`src/rtl/pattern_sequencer.sv`:
```
// pattern_sequencer: frame-animation controller for the charlieplexed LED matrix.
//
// Holds NFRAMES x 56-bit frames and plays a captured range [first..last] (wrapping
// through NFRAMES-1 to 0 when first > last) at one frame per max(hold,1) clk cycles.
//
// Ports:
//   clk          system clock
//   rst          synchronous active-high reset (frame store is not cleared)
//   wr_en        frame-store write strobe
//   wr_addr      frame index to write
//   wr_data      frame bits, row r in bits [7r+6:7r]
//   start        pulse: (re)start playback of the range
//   stop         pulse: abort playback, wins over start
//   loop         level: repeat the range indefinitely
//   first, last  range bounds, captured on start
//   hold         cycles per frame, captured on start (0 acts as 1)
//   pattern      registered frame to ledmatrix (0 while idle)
//   frame_idx    index of the frame on pattern
//   frame_strobe one-cycle pulse when a new frame is loaded
//   busy         high while playing
//   done         high once a non-looping range has finished
module pattern_sequencer #(
  parameter int unsigned NFRAMES = 8,
  parameter int unsigned AW      = $clog2(NFRAMES),
  parameter int unsigned HOLD_W  = 16
) (
  input  logic              clk,
  input  logic              rst,
  input  logic              wr_en,
  input  logic [AW-1:0]     wr_addr,
  input  logic [55:0]       wr_data,
  input  logic              start,
  input  logic              stop,
  input  logic              loop,
  input  logic [AW-1:0]     first,
  input  logic [AW-1:0]     last,
  input  logic [HOLD_W-1:0] hold,
  output logic [55:0]       pattern,
  output logic [AW-1:0]     frame_idx,
  output logic              frame_strobe,
  output logic              busy,
  output logic              done
);

  typedef enum logic [1:0] {
    StIdle = 2'd0,
    StPlay = 2'd1,
    StDone = 2'd2
  } state_e;

  state_e            state_q, state_d;
  logic [AW-1:0]     idx_q, idx_d;
  logic [HOLD_W-1:0] cnt_q, cnt_d;
  logic [55:0]       pattern_q, pattern_d;
  logic              strobe_q, strobe_d;

  // Operands captured when start is accepted.
  logic [AW-1:0]     first_q, first_d;
  logic [AW-1:0]     last_q, last_d;
  logic [HOLD_W-1:0] hold_q, hold_d;
  logic              loop_q, loop_d;

  logic [55:0]       mem_q [NFRAMES];

  // Frame store: writable in any state, never reset.
  always_ff @(posedge clk) begin
    if (wr_en) begin
      mem_q[wr_addr] <= wr_data;
    end
  end

  always_comb begin
    state_d  = state_q;
    idx_d    = idx_q;
    cnt_d    = cnt_q;
    strobe_d = 1'b0;
    first_d  = first_q;
    last_d   = last_q;
    hold_d   = hold_q;
    loop_d   = loop_q;

    if (stop) begin
      state_d = StIdle;
      cnt_d   = '0;
    end else if (start) begin
      state_d  = StPlay;
      idx_d    = first;
      cnt_d    = '0;
      strobe_d = 1'b1;
      first_d  = first;
      last_d   = last;
      hold_d   = (hold == '0) ? HOLD_W'(1) : hold;
      loop_d   = loop;
    end else if (state_q == StPlay) begin
      if (cnt_q == hold_q - HOLD_W'(1)) begin
        cnt_d = '0;
        if (idx_q != last_q) begin
          // NFRAMES is a power of two, so AW-bit overflow gives the wrap to 0.
          idx_d    = idx_q + AW'(1);
          strobe_d = 1'b1;
        end else if (loop_q) begin
          idx_d    = first_q;
          strobe_d = 1'b1;
        end else begin
          state_d = StDone;
        end
      end else begin
        cnt_d = cnt_q + HOLD_W'(1);
      end
    end

    // Reload the shown frame every cycle so writes to it appear next cycle;
    // a write landing on the same index this cycle is forwarded.
    if (state_d == StIdle) begin
      pattern_d = '0;
    end else if (wr_en && (wr_addr == idx_d)) begin
      pattern_d = wr_data;
    end else begin
      pattern_d = mem_q[idx_d];
    end
  end

  always_ff @(posedge clk) begin
    if (rst) begin
      state_q   <= StIdle;
      idx_q     <= '0;
      cnt_q     <= '0;
      pattern_q <= '0;
      strobe_q  <= 1'b0;
      first_q   <= '0;
      last_q    <= '0;
      hold_q    <= '0;
      loop_q    <= 1'b0;
    end else begin
      state_q   <= state_d;
      idx_q     <= idx_d;
      cnt_q     <= cnt_d;
      pattern_q <= pattern_d;
      strobe_q  <= strobe_d;
      first_q   <= first_d;
      last_q    <= last_d;
      hold_q    <= hold_d;
      loop_q    <= loop_d;
    end
  end

  assign pattern      = pattern_q;
  assign frame_idx    = idx_q;
  assign frame_strobe = strobe_q;
  assign busy         = (state_q == StPlay);
  assign done         = (state_q == StDone);

endmodule

```
`config.mk`:
```
export PLATFORM = sky130hd
export DESIGN_NAME = pattern_sequencer
export DESIGN_NICKNAME = d
export VERILOG_FILES = /design/src/rtl/pattern_sequencer.sv
export SDC_FILE = /design/constraint.sdc
export NUM_CORES = 1
export LEC_CHECK = 0
export CAP_MARGIN = 20
export CORE_AREA = 10 10 234 236
export CTS_CLUSTER_SIZE = 16
export DETAILED_ROUTE_END_ITERATION = 10
export DIE_AREA = 0 0 244 246
export PLACE_DENSITY = 0.67
export SYNTH_ARGS = -nofsm -noshare
export SYNTH_HDL_FRONTEND = slang
export SYNTH_SLANG_ARGS = --single-unit
```
`constraint.sdc`:
```
create_clock -name clk -period 6.3 [get_ports clk]
set_input_delay 1.26 -clock clk [delete_from_list [all_inputs] [get_ports clk]]
set_output_delay 1.26 -clock clk [all_outputs]
set_load 0.01 [all_outputs]
```
; Word-level counts from Yosys, hierarchy flattened
; Memory sizes are Yosys's and may differ from the RTL's. A register that Yosys moved wholly into a read port is not among the register bits.
; Index checks and enable logic that the tools add are counted.
; W data, S select, Z words.
[word_totals]
register_bits = 45
n_memories = 1
inputBits = 87
ramBits = 448
elab_cells = 44
out_inout_bits = 62
[classes]
add_sub_neg = 3
n_eq_ne = 4
muxes = 21
reduce_logical = 6
bitwise_logic = 1
[mem_list]
columns = memory, depth, width, rd, rd_ports_with_merged_regs, write_ports, line_no
row1 = mem_q, 8, 56, 1, 1, 1, 63  ; logic [55:0] mem_q [NFRAMES];
[ops]
columns = operator, n
row1 = $mux W16, 2
row2 = $mux W3, 6
row3 = $add A16 B1 Y16 const B, 1
row4 = $eq A16 B16 Y1, 1
row5 = $logic_not A16 Y1, 1
row6 = $sub A16 B1 Y16 const B, 1
row7 = $mux W2, 6
row8 = $mux W1, 7
row9 = $reduce_or A2 Y1, 2
row10 = $add A3 B1 Y3 const B, 1
row11 = $ne A3 B3 Y1, 1
row12 = $reduce_or A3 Y1, 1
row13 = $eq A2 B1 Y1 const B, 1
row14 = $eq A2 B2 Y1 const B, 1
row15 = $logic_not A2 Y1, 1
row16 = $reduce_and A2 Y1, 1
row17 = $not A1 Y1, 1

; Depth between registers and ports, before layout
[depth]
word_depth = 8
depth_mapped = 15
ltp_nobuf = 12

; Least setup slack after synthesis
; Ideal clock, no wire load.
[synth_timing]
path_type = in2reg
from = in wr_addr[2]
to = mem mem_q[0][0] (enable)
slack_ns = 0.494
path_stages = 2
setup_ns = 0.539
n_path_buf = 0
required_ns = 5.761
arrival_ns = 5.266
cell_sequence = nand2b_1 nor3_1
[synth_rtl]
columns = item, line_no
row1 = start: declaration, 30  ; input logic [AW-1:0] wr_addr,
row2 = end: declaration, 63
; No word-level cell before the write port.

; Final worst setup path
[layout_timing]
from = reg hold_q[0]
to = reg pattern_q[49], in the netlist pattern[49] (read register of mem_q)
[layout_via]
elab_chain_len = 8
elab_cells_between_ends = 12
classes_between = add/sub: 1 / eq/ne: 1 / mux: 8 / reduce/logical: 2
[layout_rtl]
columns = item, line_no
row1 = start: declaration, 60  ; logic [HOLD_W-1:0] hold_q, hold_d;
row2 = start signal: assignment, 142  ; hold_q <= hold_d;
row3 = $sub A16 B1 Y16 (*), 95  ; if (cnt_q == hold_q - HOLD_W'(1)) begin
row4 = $eq A16 B16 Y1 (*), 95
row5 = $mux W2, 95
row6 = $mux W2, 94  ; end else if (state_q == StPlay) begin
row7 = $mux W2, 85  ; end else if (start) begin
row8 = $mux W2, 82  ; if (stop) begin
row9 = $logic_not A2 Y1, 114  ; if (state_d == StIdle) begin
row10 = $reduce_or A2 Y1 (no source line), n/a
row11 = end: declaration, 54  ; logic [55:0] pattern_q, pattern_d;
; Every way passes the cells marked *; elsewhere a longest branch is shown, timed or not.
; A chain may end at the register's enable or synchronous reset.

==> reports/results.txt <==
In the post-synthesis netlist, the cell with the most instances is edfxtp_1. Yosys mapped a number of flops with a built-in enable equal to 448. The tools report the initial antenna violation count as 8. The synthesized netlist devotes 1.30% of its cell area to XOR and XNOR gates. After clock tree synthesis, the repair step resized 0 gates. The class of the tightest hold or removal check was flip-flop to flip-flop. TritonCTS built the clock tree. The commonest cells after synthesis are edfxtp_1, and3_1, a2111oi_0.

By area, the combinational part of the netlist is dominated by compound AO/OA/AOI/OAI gates. After detailed routing, the total wire length is 59,100 um. The cell depth of the worst min-delay path is 2, and the required time of the critical path is 6.81 ns. Along the worst path, the maximum fanout reaches 52. The run gives 9.3% as the proportion of power drawn by combinational gates.

The die covers 60,000 um^2. Simple-gate portion of the synthesized area: 11.8%. The placement row count came out at 82.

The number of pins with negative max-slew slack in the final report came out at 0. The logs give 1,605 for the gate count of the mapped netlist and 2,299 for the number of placed cells counting well taps. Timing would allow up to 194 MHz. In this run the register-to-register setup slack is 1.15 ns. The tree is rooted in a clkbuf_16. Global routing consumed, over all layers together, 19.0% of the routing resources. Counting cells, the worst reg-to-reg path comes to 12. The first global-routing pass estimated 90,400 um of wire.

Of the synthesized area, sequential elements account for 69.5%. Critical path startpoint category: a flip-flop. Proportion of synthesized area in mux cells: 0.348%.

The final period utilization works out to 81.7%. In this run, the number of DRC markers left after iteration 0 of detailed routing was 1,591. From bottom edge to top edge, the die measures 246 um. The analysis attributes to net switching a power of 1.86 mW. In this run, distinct cell masters in the synthesized netlist total 53. In the synthesized netlist the dominant register cell turns out to be edfxtp_1. After layout, the minimum clock period comes to 5.15 ns. In this run, the clock network consumes 40.1% of the power.

During placement, the flow inserted port buffers numbering 148. The clock transition time at the flip-flop clock pins of the worst setup and hold paths was 0.06 ns. Of the total synthesized cell area, the portion taken by full adders, half adders and majority gates is 0.169%. The number of warnings reported in the yosys synthesis log is 0.

In the routed design, unresolved DRC markers number 0. The arrival time of data at the critical path endpoint came out at 5.66 ns. After the last flow step, the layout net total stands at 1,774. The final core utilization was 52.5%; the number of hold buffers added after cts was 0. Counting flops with an async set or reset pin after synthesis yields a share of 0%. Compared with the post-synthesis result, the final layout area differs by 17.5%. The total via count in the routed design was 14,984. Setup repair after global routing left no endpoint under its margin. The tree built by TritonCTS fans out to 549 sinks. In this run the critical register-to-register path is captured at pattern[49].

Once detail routing completed, the nets flagged for antenna violations numbered 0. The flow ran to the end, and the final reports show no timing, DRC or antenna violations. The final hold violation count is 0, and the area share of the leading cell type in the synthesized netlist is 60.4%. Switching portion of total power: 22.9%. For the leakage power total, the log shows 8.61 nW.

The cell area after synthesis was 22,300 um^2. Power spread over the standard cell area amounts to 309 nW/um^2. The tools report the count of pins on the block boundary as 149. The estimated wirelength of the detail-placed design came out at 30,500 um. The post-route worst hold slack is 0.459 ns, and the post-detailed-route wirelength per cell is 24.6 um. The run gives 1,695 as the total nets after synthesis. The count of placed standard cells in the final layout, fillers left out was 2,403. Walking the worst path, the cells encountered are inv_1 > ha_1 > nor3b_1 > nand3_1 > a2111oi_1 > nand4_1 > o41ai_2 > a221o_4 > buf_4 > a2111oi_0 > or4_1 > a21oi_1. By area the synthesized netlist is led by edfxtp_1, dfxtp_1, a2111oi_0, and3_1, clkbuf_1.

The synthesized area per cell was 13.9 um^2; the number of CTS-inserted buffers was 55. Setup total negative slack on the finished layout was measured at 0 ns. The first detailed-routing pass took 8 iterations. The share of the synthesized area in compound gates (AO/OA/AOI/OAI) came out at 13.8%.

Endpoint type of the worst setup path: a flip-flop. In this run the post-CTS setup repair buffer count came out at 0. The pin count of the biggest net entering global routing was 225. The kind of critical path was flip-flop to flip-flop. For the total internal power, the log shows 6.24 mW.

The path with the worst hold slack has its endpoint at first_q[0]. The share of total power dissipated in sequential elements is 50.6%. Once the floorplan was initialized, standard cells occupied 44.6% of the core.

The synthesized design contains 549 register bits. In the final layout, flip-flops and latches occupy 15,500 um^2. Average via count per standard cell: 6.24.

The x dimension of the die is 244 um, and the final non-filler cell area is 26,200 um^2. The cell taking the most area after synthesis was edfxtp_1. The multi-input combinational cells in the finished layout cover a total of 6210 um^2.

The run gives 26.5% as the worst relative slew slack. The beginning of the worst register-to-register path is hold_q[0]. The H-tree depth is 2, and the max capacitance violation total is 0. The post-route netlist has 7.63% of its cells at a drive strength greater than 1. For the pin with the worst max-slew slack, the measured transition is 1.10 ns. Setup violations remaining at the end of the flow were counted as 0.

The number of global-route vias before repair is 14,700, and the core area is 49,900 um^2. The layout has 4,193 filler cells. The startpoint identified for the worst hold timing path is first_q[0].

Summing all placed instances gives a cell area of 24,400 um^2. The weighted congestion reported at the end of routability-driven placement was 0.866. The clock reaches the later pin of the worst-skew pair after 0.59 ns.

The total global routing overflow came out at 0. The delay of the slowest cell on the worst path is 0.64 ns. Across the VDD grid, the largest voltage drop is 0.000203 V.

Across the routed clock network, the largest skew measured is 0.0220 ns. Counting along the longest clock path gives a buffer depth of 3. Slowest stage cell on the critical path: nor3b_1.
[layout make-up]
type                            count  area share, %
Tap cell                          672           3.21
Clock inverter                     21          0.928
Sequential cell                   549           59.1
Timing Repair Buffer              181           6.94
Multi-Input combinational cell    890           23.7
Antenna cell                        2         0.0191
Inverter                            7          0.100
Clock buffer                       81           5.94
[per-stage QoR]
stage | power, mW | setup WS, ns
2_1_floorplan | 4.58 | 0.494
3_3_place_gp | 4.90 | 1.35
3_5_place_dp | 4.91 | 1.24
4_1_cts | 8.13 | 1.22
5_1_grt | 8.36 | 0.849
6_report | 8.09 | 1.15
[layout by cell type (no fill, tap or decap), types with 10 or more instances in the layout]
cell / count
a2111oi_0: 224
a21oi_1: 83
and3_1: 231
buf_4: 26
clkbuf_1: 18
clkbuf_16: 55
clkdlybuf4s50_1: 148
dfxtp_1: 101
edfxtp_1: 448
nand2_1: 63
nor2_1: 29
nor3_1: 11
o31ai_1: 57
or4_1: 58
xnor2_1: 10
xor2_1: 23
[cells by family (layout without fill, tap and decap cells)]
kind of cell	after synthesis	count (layout)
flip-flops	549	549
AND/OR/NAND/NOR	451	451
AO/OA/AOI/OAI	396	396
buffers and inverters	166	290
XOR/XNOR	33	33
multiplexers	7	7
adder cells (fa/ha/maj)	3	3
other	0	2
[worst max path at each step]
stage                          start           to  slack, ns  depth (start not counted)
final                      hold_q[0]  pattern[49]       1.15                         12
after global routing       hold_q[0]  pattern[52]       0.85                         12
after CTS                  hold_q[0]  pattern[49]       1.22                         12
after detailed placement   hold_q[0]  pattern[21]       1.24                         12
after global placement          stop  pattern[22]       1.35                         10
after floorplan           wr_addr[2]  mem_q[0][0]       0.49                          2
[worst max-delay path, delay by kind of cell, from the launching register on]
family,cells,cell delay [ns]
DFF,1,0.35
AOI/OAI and AO/OA,5,2.13
buffers and inverters,2,0.51
and+or+nand+nor,4,1.80
adders and majority gates,1,0.21
[sequential cells by signal, indices dropped and copies added, names as in the netlist]
signal,count
cnt_q,16
pattern,56
loop_q,1
first_q,3
mem_q,448
last_q,3
state_q,2
frame_strobe,1
hold_q,16
frame_idx,3
[power groups by stage]
stage,clock network [mW],logic [mW],registers (mW)
2_1_floorplan,0,0.411,4.17
3_3_place_gp,0,0.731,4.17
3_5_place_dp,0,0.743,4.17
4_1_cts,3.29,0.746,4.10
5_1_grt,3.44,0.812,4.10
6_report,3.25,0.751,4.09
[routing by layer]
layer	GRT usage, %	routed length [um]	vias up
li1	-	-	6724
met1	25.7	25100	7495
met2	30.3	27900	638
met3	3.67	4550	115
met4	6.83	1480	12
met5	0	69	-
(Power assumes the default switching activity.)
==> patch 1: new RTL, same settings <==
Reset style: asynchronous (`rst`), changed in one clocked block. Comments in the files are not updated.
--- a/src/rtl/pattern_sequencer.sv
+++ b/src/rtl/pattern_sequencer.sv
@@ -122,3 +122,3 @@
 
-  always_ff @(posedge clk) begin
+  always_ff @(posedge clk or posedge rst) begin
     if (rst) begin
Behaviour: differs if rst is asserted again (counterexample within 4 cycles, from zero or initial values and one cycle with rst high); with rst held inactive, the same outputs for 4 cycles.
==> patch 1 against the unedited design <==
Sequential cell count unchanged; critical endpoint is now pattern[4]; critical path type unchanged; total power up 5.2%; design area down 0.39%; worst setup slack worse by 270 ps; routed wire length down 3.6%; largest power group unchanged; maximum frequency down 5.0%; non-clock buffer count unchanged; area after synthesis down 1.3%.
==> patch 1: results (changes against the unedited design) <==
Synth
  – Synth cell count leaders: sky130_fd_sc_hd__edfxtp_1, sky130_fd_sc_hd__nand2_1, sky130_fd_sc_hd__a32oi_1
  – Fraction of registers with async set/reset: 0.184 (+0.184)
  – Proportion of synthesized chip area in sequential cells: 0.728 (+0.0325)
  – Arithmetic-cell share of the synthesized area counting full adders, half adders and majority gates: 0.00171 (+0.0000231)
  – Multiplexer fraction of the synthesized cell area: 0.0288 (+0.0253)
  – Net count after synthesis: 1,610 (-5.0%)

Setup path
  – Data arrival at the endpoint of the critical path: 5900 ps (+240 ps)
  – Depth of the worst register-to-register path: 14 (+2)
  – Family of cells with the greatest summed delay on the critical path: simple AND/OR/NAND/NOR gates
  – Largest fanout on the critical path: 34 (-35%)
  – Cell type of the slowest stage on the worst timing path: sky130_fd_sc_hd__and2_2
  – R2R Setup Slk: 880 ps (-270 ps)
  – Slowest cell delay on critical path: 660 ps (+20 ps)

CTS
  – Clock insertion delay at the later pin of the skew report: 630 ps (+40 ps)

Placed design
  – Detailed Place HPWL: 31.2 mm (+2.3%)

Run status
  – Run status: completed

Detailed routing
  – Routed len/inst: 24.0 um (-2.3%)
  – Iter 0 DRT Violations: 1,238 (-22%)

Global routing
  – Largest net degree at the start of global routing: 93 (-59%)
  – Global-route wire length before repair: 86.8 mm (-4.0%)
  – Number of antenna violations at the first check in global routing: 7 (-1)
  – GRT Total Usage: 0.184 (-0.00588)

Finish
  – Count of nets after finishing: 1,739 (-2.0%)
  – Fraction of layout cells with a size suffix above 1: 0.0855 (+0.00920)

Power and ir drop
  – Maximum ir drop on the vdd rail: 0.000274 V (+35%)
  – Static Leakage: 8.98 nW (+4.2%)

Timing
  – Worst slew margin: 0.390 (+0.124)
## patch 1: worst max path at each step
stage                     from           to  slack [ps]  depth (start not counted)
finish               hold_q[0]   pattern[4]         880                         14
global route         hold_q[0]   pattern[8]         620                         14
CTS                  hold_q[0]   pattern[4]         940                         14
detailed placement   hold_q[0]  pattern[19]         980                         14
global placement     hold_q[0]   pattern[4]        1180                         14
floorplan           wr_addr[2]  mem_q[0][0]         510                          2
## patch 1: metrics by stage
step,cell area (um2),setup slack [ps],util,power (mW)
floorplan,22000,507,-,4.85
global placement,24200,1180,0.485,5.30
detailed placement,24200,985,0.485,5.32
CTS,26000,937,0.522,8.56
global route,26100,623,0.523,8.81
finish,26100,883,0.523,8.51
## patch 1: report_power, final
part,internal (mW),total (mW),switching [mW]
registers,4.11,4.20,0.0988
logic,0.413,1.05,0.640
clock network,1.87,3.26,1.38
## patch 1: kinds of logic after synthesis
kind of cell	count (synthesis)
AND/OR/NAND/NOR	480
multiplexers	63
flip-flops	549
AO/OA/AOI/OAI	281
buffers and inverters	116
XOR/XNOR	28
adder cells (fa/ha/maj)	3
## patch 1: area by class of cell
| class | instances | area, um2 |
|---|---|---|
| Antenna cell | 4 | 10.0 |
| Clock buffer | 71 | 1480 |
| Clock inverter | 32 | 345 |
| Fill cell | 4142 | 23800 |
| Inverter | 7 | 36.3 |
| Multi-Input combinational cell | 855 | 5530 |
| Sequential cell | 549 | 16000 |
| Tap cell | 672 | 841 |
| Timing Repair Buffer | 181 | 1840 |
## patch 1: per-layer routing
layer,share of wire,global-route usage,vias to the layer above,wire [um]
met5,0.00076,0,-,43
met4,0.026,0.0566,6,1450
met3,0.084,0.0444,94,4760
met2,0.47,0.299,646,27000
met1,0.42,0.243,7190,23600
li1,-,-,6196,-
## patch 1: tightest hold or removal path, delay by kind of cell, from the launching register on
family,cells,cell delay (ps)
and+or+nand+nor,2,100
DFF,1,340
==> patch 2: new RTL, config.mk and constraints unchanged <==
Without the edit above. Set the parameter `HOLD_W` to 32 (it was 16).
--- a/src/rtl/pattern_sequencer.sv
+++ b/src/rtl/pattern_sequencer.sv
@@ -24,3 +24,3 @@
   parameter int unsigned AW      = $clog2(NFRAMES),
-  parameter int unsigned HOLD_W  = 16
+  parameter int unsigned HOLD_W  = 32
 ) (
Ports: changed (resized hold); port bits go from 149 to 165. The function was not compared with the original's and may differ.
==> patch 2 against the unedited design <==
Via count down 5.6%; sequential cell count up 32; worst setup slack worse by 670 ps; first-iteration DRC count down 22%; clock power up 14%; area after synthesis up 4.7%; routed wire length down 4.7%; largest cell class unchanged; clock skew down 9.7 ps; non-clock buffer count up 17; count of clock-buffer cells in the layout down 3; design area up 6.5%; total power up 8.5%; die area unchanged; sequential power up 5.4%.
==> patch 2: results (changes against the unedited design) <==
Run status
  – Run status: completed

Setup path
  – Depth of the worst register-to-register path: 13 (+1)
  – Largest fanout on the critical path: 32 (-38%)
  – Endpoint of the worst-slack reg-to-reg timing path: pattern[34]
  – R2R Setup Slk: 480 ps (-670 ps)

Finish
  – Filler Cell Count: 4,042 (-3.6%)
  – Final Instance Count excl. Fillers: 2,480 (+3.2%)
  – Count of nets after finishing: 1,862 (+5.0%)
  – Sequential standard cell area: 0.0161 mm2 (+4.1%)

Synth
  – Gate count of the mapped netlist: 1,597 (-0.50%)
  – Synth cell count leaders: sky130_fd_sc_hd__edfxtp_1, sky130_fd_sc_hd__mux2i_1, sky130_fd_sc_hd__dfxtp_1
  – Net count after synthesis: 1,703 (+0.47%)

Timing
  – Final setup skew: 12.2 ps (-9.74 ps)
  – Final hold slack: 453 ps (-5.70 ps)
  – Tightest Pin Transition: 1150 ps (+52.7 ps)

Global routing
  – Grt met2 use: 0.293 (-0.00991)
  – Global-route wire length before repair: 85.3 mm (-5.7%)
  – Number of antenna violations at the first check in global routing: 7 (-1)
  – Fraction of met3 tracks used by global routing: 0.0342 (-0.00249)
  – Largest net degree at the start of global routing: 102 (-55%)

Detailed routing
  – Length of the first detailed-routing pass in iterations: 5 (-3)
  – Via total after detailed routing: 14,100 (-5.6%)
  – Routed len/inst: 22.7 um (-7.6%)

Placed design
  – Detailed Place HPWL: 32.7 mm (+7.4%)
  – Placer Congestion: 0.882 (+1.9%)
  – Dpl cell area: 0.0258 mm2 (+5.8%)
  – Total of buffers placed on input and output ports: 164 (+11%)
  – Placed cell count: 2,367 (+3.0%)

Hold path
  – Hold path start: first_q[2]

CTS
  – Inserted Clock Buffers: 59 (+7.3%)
  – Clock insertion delay at the later pin of the skew report: 630 ps (+40 ps)

Power and ir drop
  – Maximum ir drop on the vdd rail: 0.000225 V (+11%)
-- patch 2: cell count changes after synthesis, moves of 18 or more --
cell,delta
sky130_fd_sc_hd__a2111oi_0,-221
sky130_fd_sc_hd__and3_1,-217
sky130_fd_sc_hd__a32o_1,+55
sky130_fd_sc_hd__mux2i_1,+226
sky130_fd_sc_hd__a21oi_1,-40
sky130_fd_sc_hd__or4_1,-47
sky130_fd_sc_hd__nand2_1,+46
sky130_fd_sc_hd__nor2_1,+29
sky130_fd_sc_hd__xor2_1,+22
sky130_fd_sc_hd__clkbuf_1,-49
sky130_fd_sc_hd__dfxtp_1,+32
sky130_fd_sc_hd__o31ai_1,-52
sky130_fd_sc_hd__a22oi_1,+113
sky130_fd_sc_hd__nor4_1,+18
-- patch 2: worst max path at each step --
stage / start / to / slack, ps / cells past startpoint
floorplan: wr_addr[2] / mem_q[0][0] / 520 / 3
global placement: hold_q[7] / pattern[36] / 620 / 13
detailed placement: hold_q[7] / pattern[47] / 570 / 13
CTS: hold_q[7] / pattern[41] / 530 / 13
global route: hold_q[0] / pattern[38] / 180 / 15
finish: hold_q[7] / pattern[34] / 480 / 13
-- patch 2: worst max-delay path, cell delays in order (launching register included) --
cell                        delay [ps]
sky130_fd_sc_hd__dfxtp_1           400
sky130_fd_sc_hd__or4_1             710
sky130_fd_sc_hd__or3_1             490
sky130_fd_sc_hd__o31a_1            280
sky130_fd_sc_hd__or3_1             360
sky130_fd_sc_hd__a2111oi_0         460
sky130_fd_sc_hd__and4_1            430
sky130_fd_sc_hd__and3_1            300
sky130_fd_sc_hd__o221ai_1          360
sky130_fd_sc_hd__o22ai_1           240
sky130_fd_sc_hd__or4_4             190
sky130_fd_sc_hd__nor2b_4           930
sky130_fd_sc_hd__buf_4             400
sky130_fd_sc_hd__a32o_1            210
-- patch 2: power by group --
part | total (mW) | internal, mW | switching, mW
clock network | 3.69 | 2.21 | 1.49
logic | 0.769 | 0.326 | 0.442
registers | 4.31 | 4.26 | 0.0555
-- patch 2: layer usage --
metal | wire length [um] | share of wire
met5 | 80 | 0.0014
met3 | 3430 | 0.061
met4 | 1200 | 0.021
met2 | 26700 | 0.47
met1 | 24900 | 0.44
-- patch 2: kinds of logic (layout without fill, tap and decap cells) --
family | Yosys count | count (layout) | share of synthesized area
buf+inv | 110 | 319 | 0.0209
simple gates | 332 | 332 | 0.0713
flops | 581 | 581 | 0.692
fa+ha+maj | 3 | 3 | 0.00161
compound gates | 269 | 269 | 0.0886
mux | 230 | 230 | 0.0989
xor+xnor | 72 | 72 | 0.0271
other cells | 0 | 2 | 0
-- patch 2: layout make-up --
class	count	share of cell area
sequential	581	0.578
clock inverter	33	0.0150
multi-input combinational	906	0.244
antenna	2	0.000180
timing repair buffer	198	0.0712
inverter	10	0.00135
clock buffer	78	0.0602
tap	672	0.0302
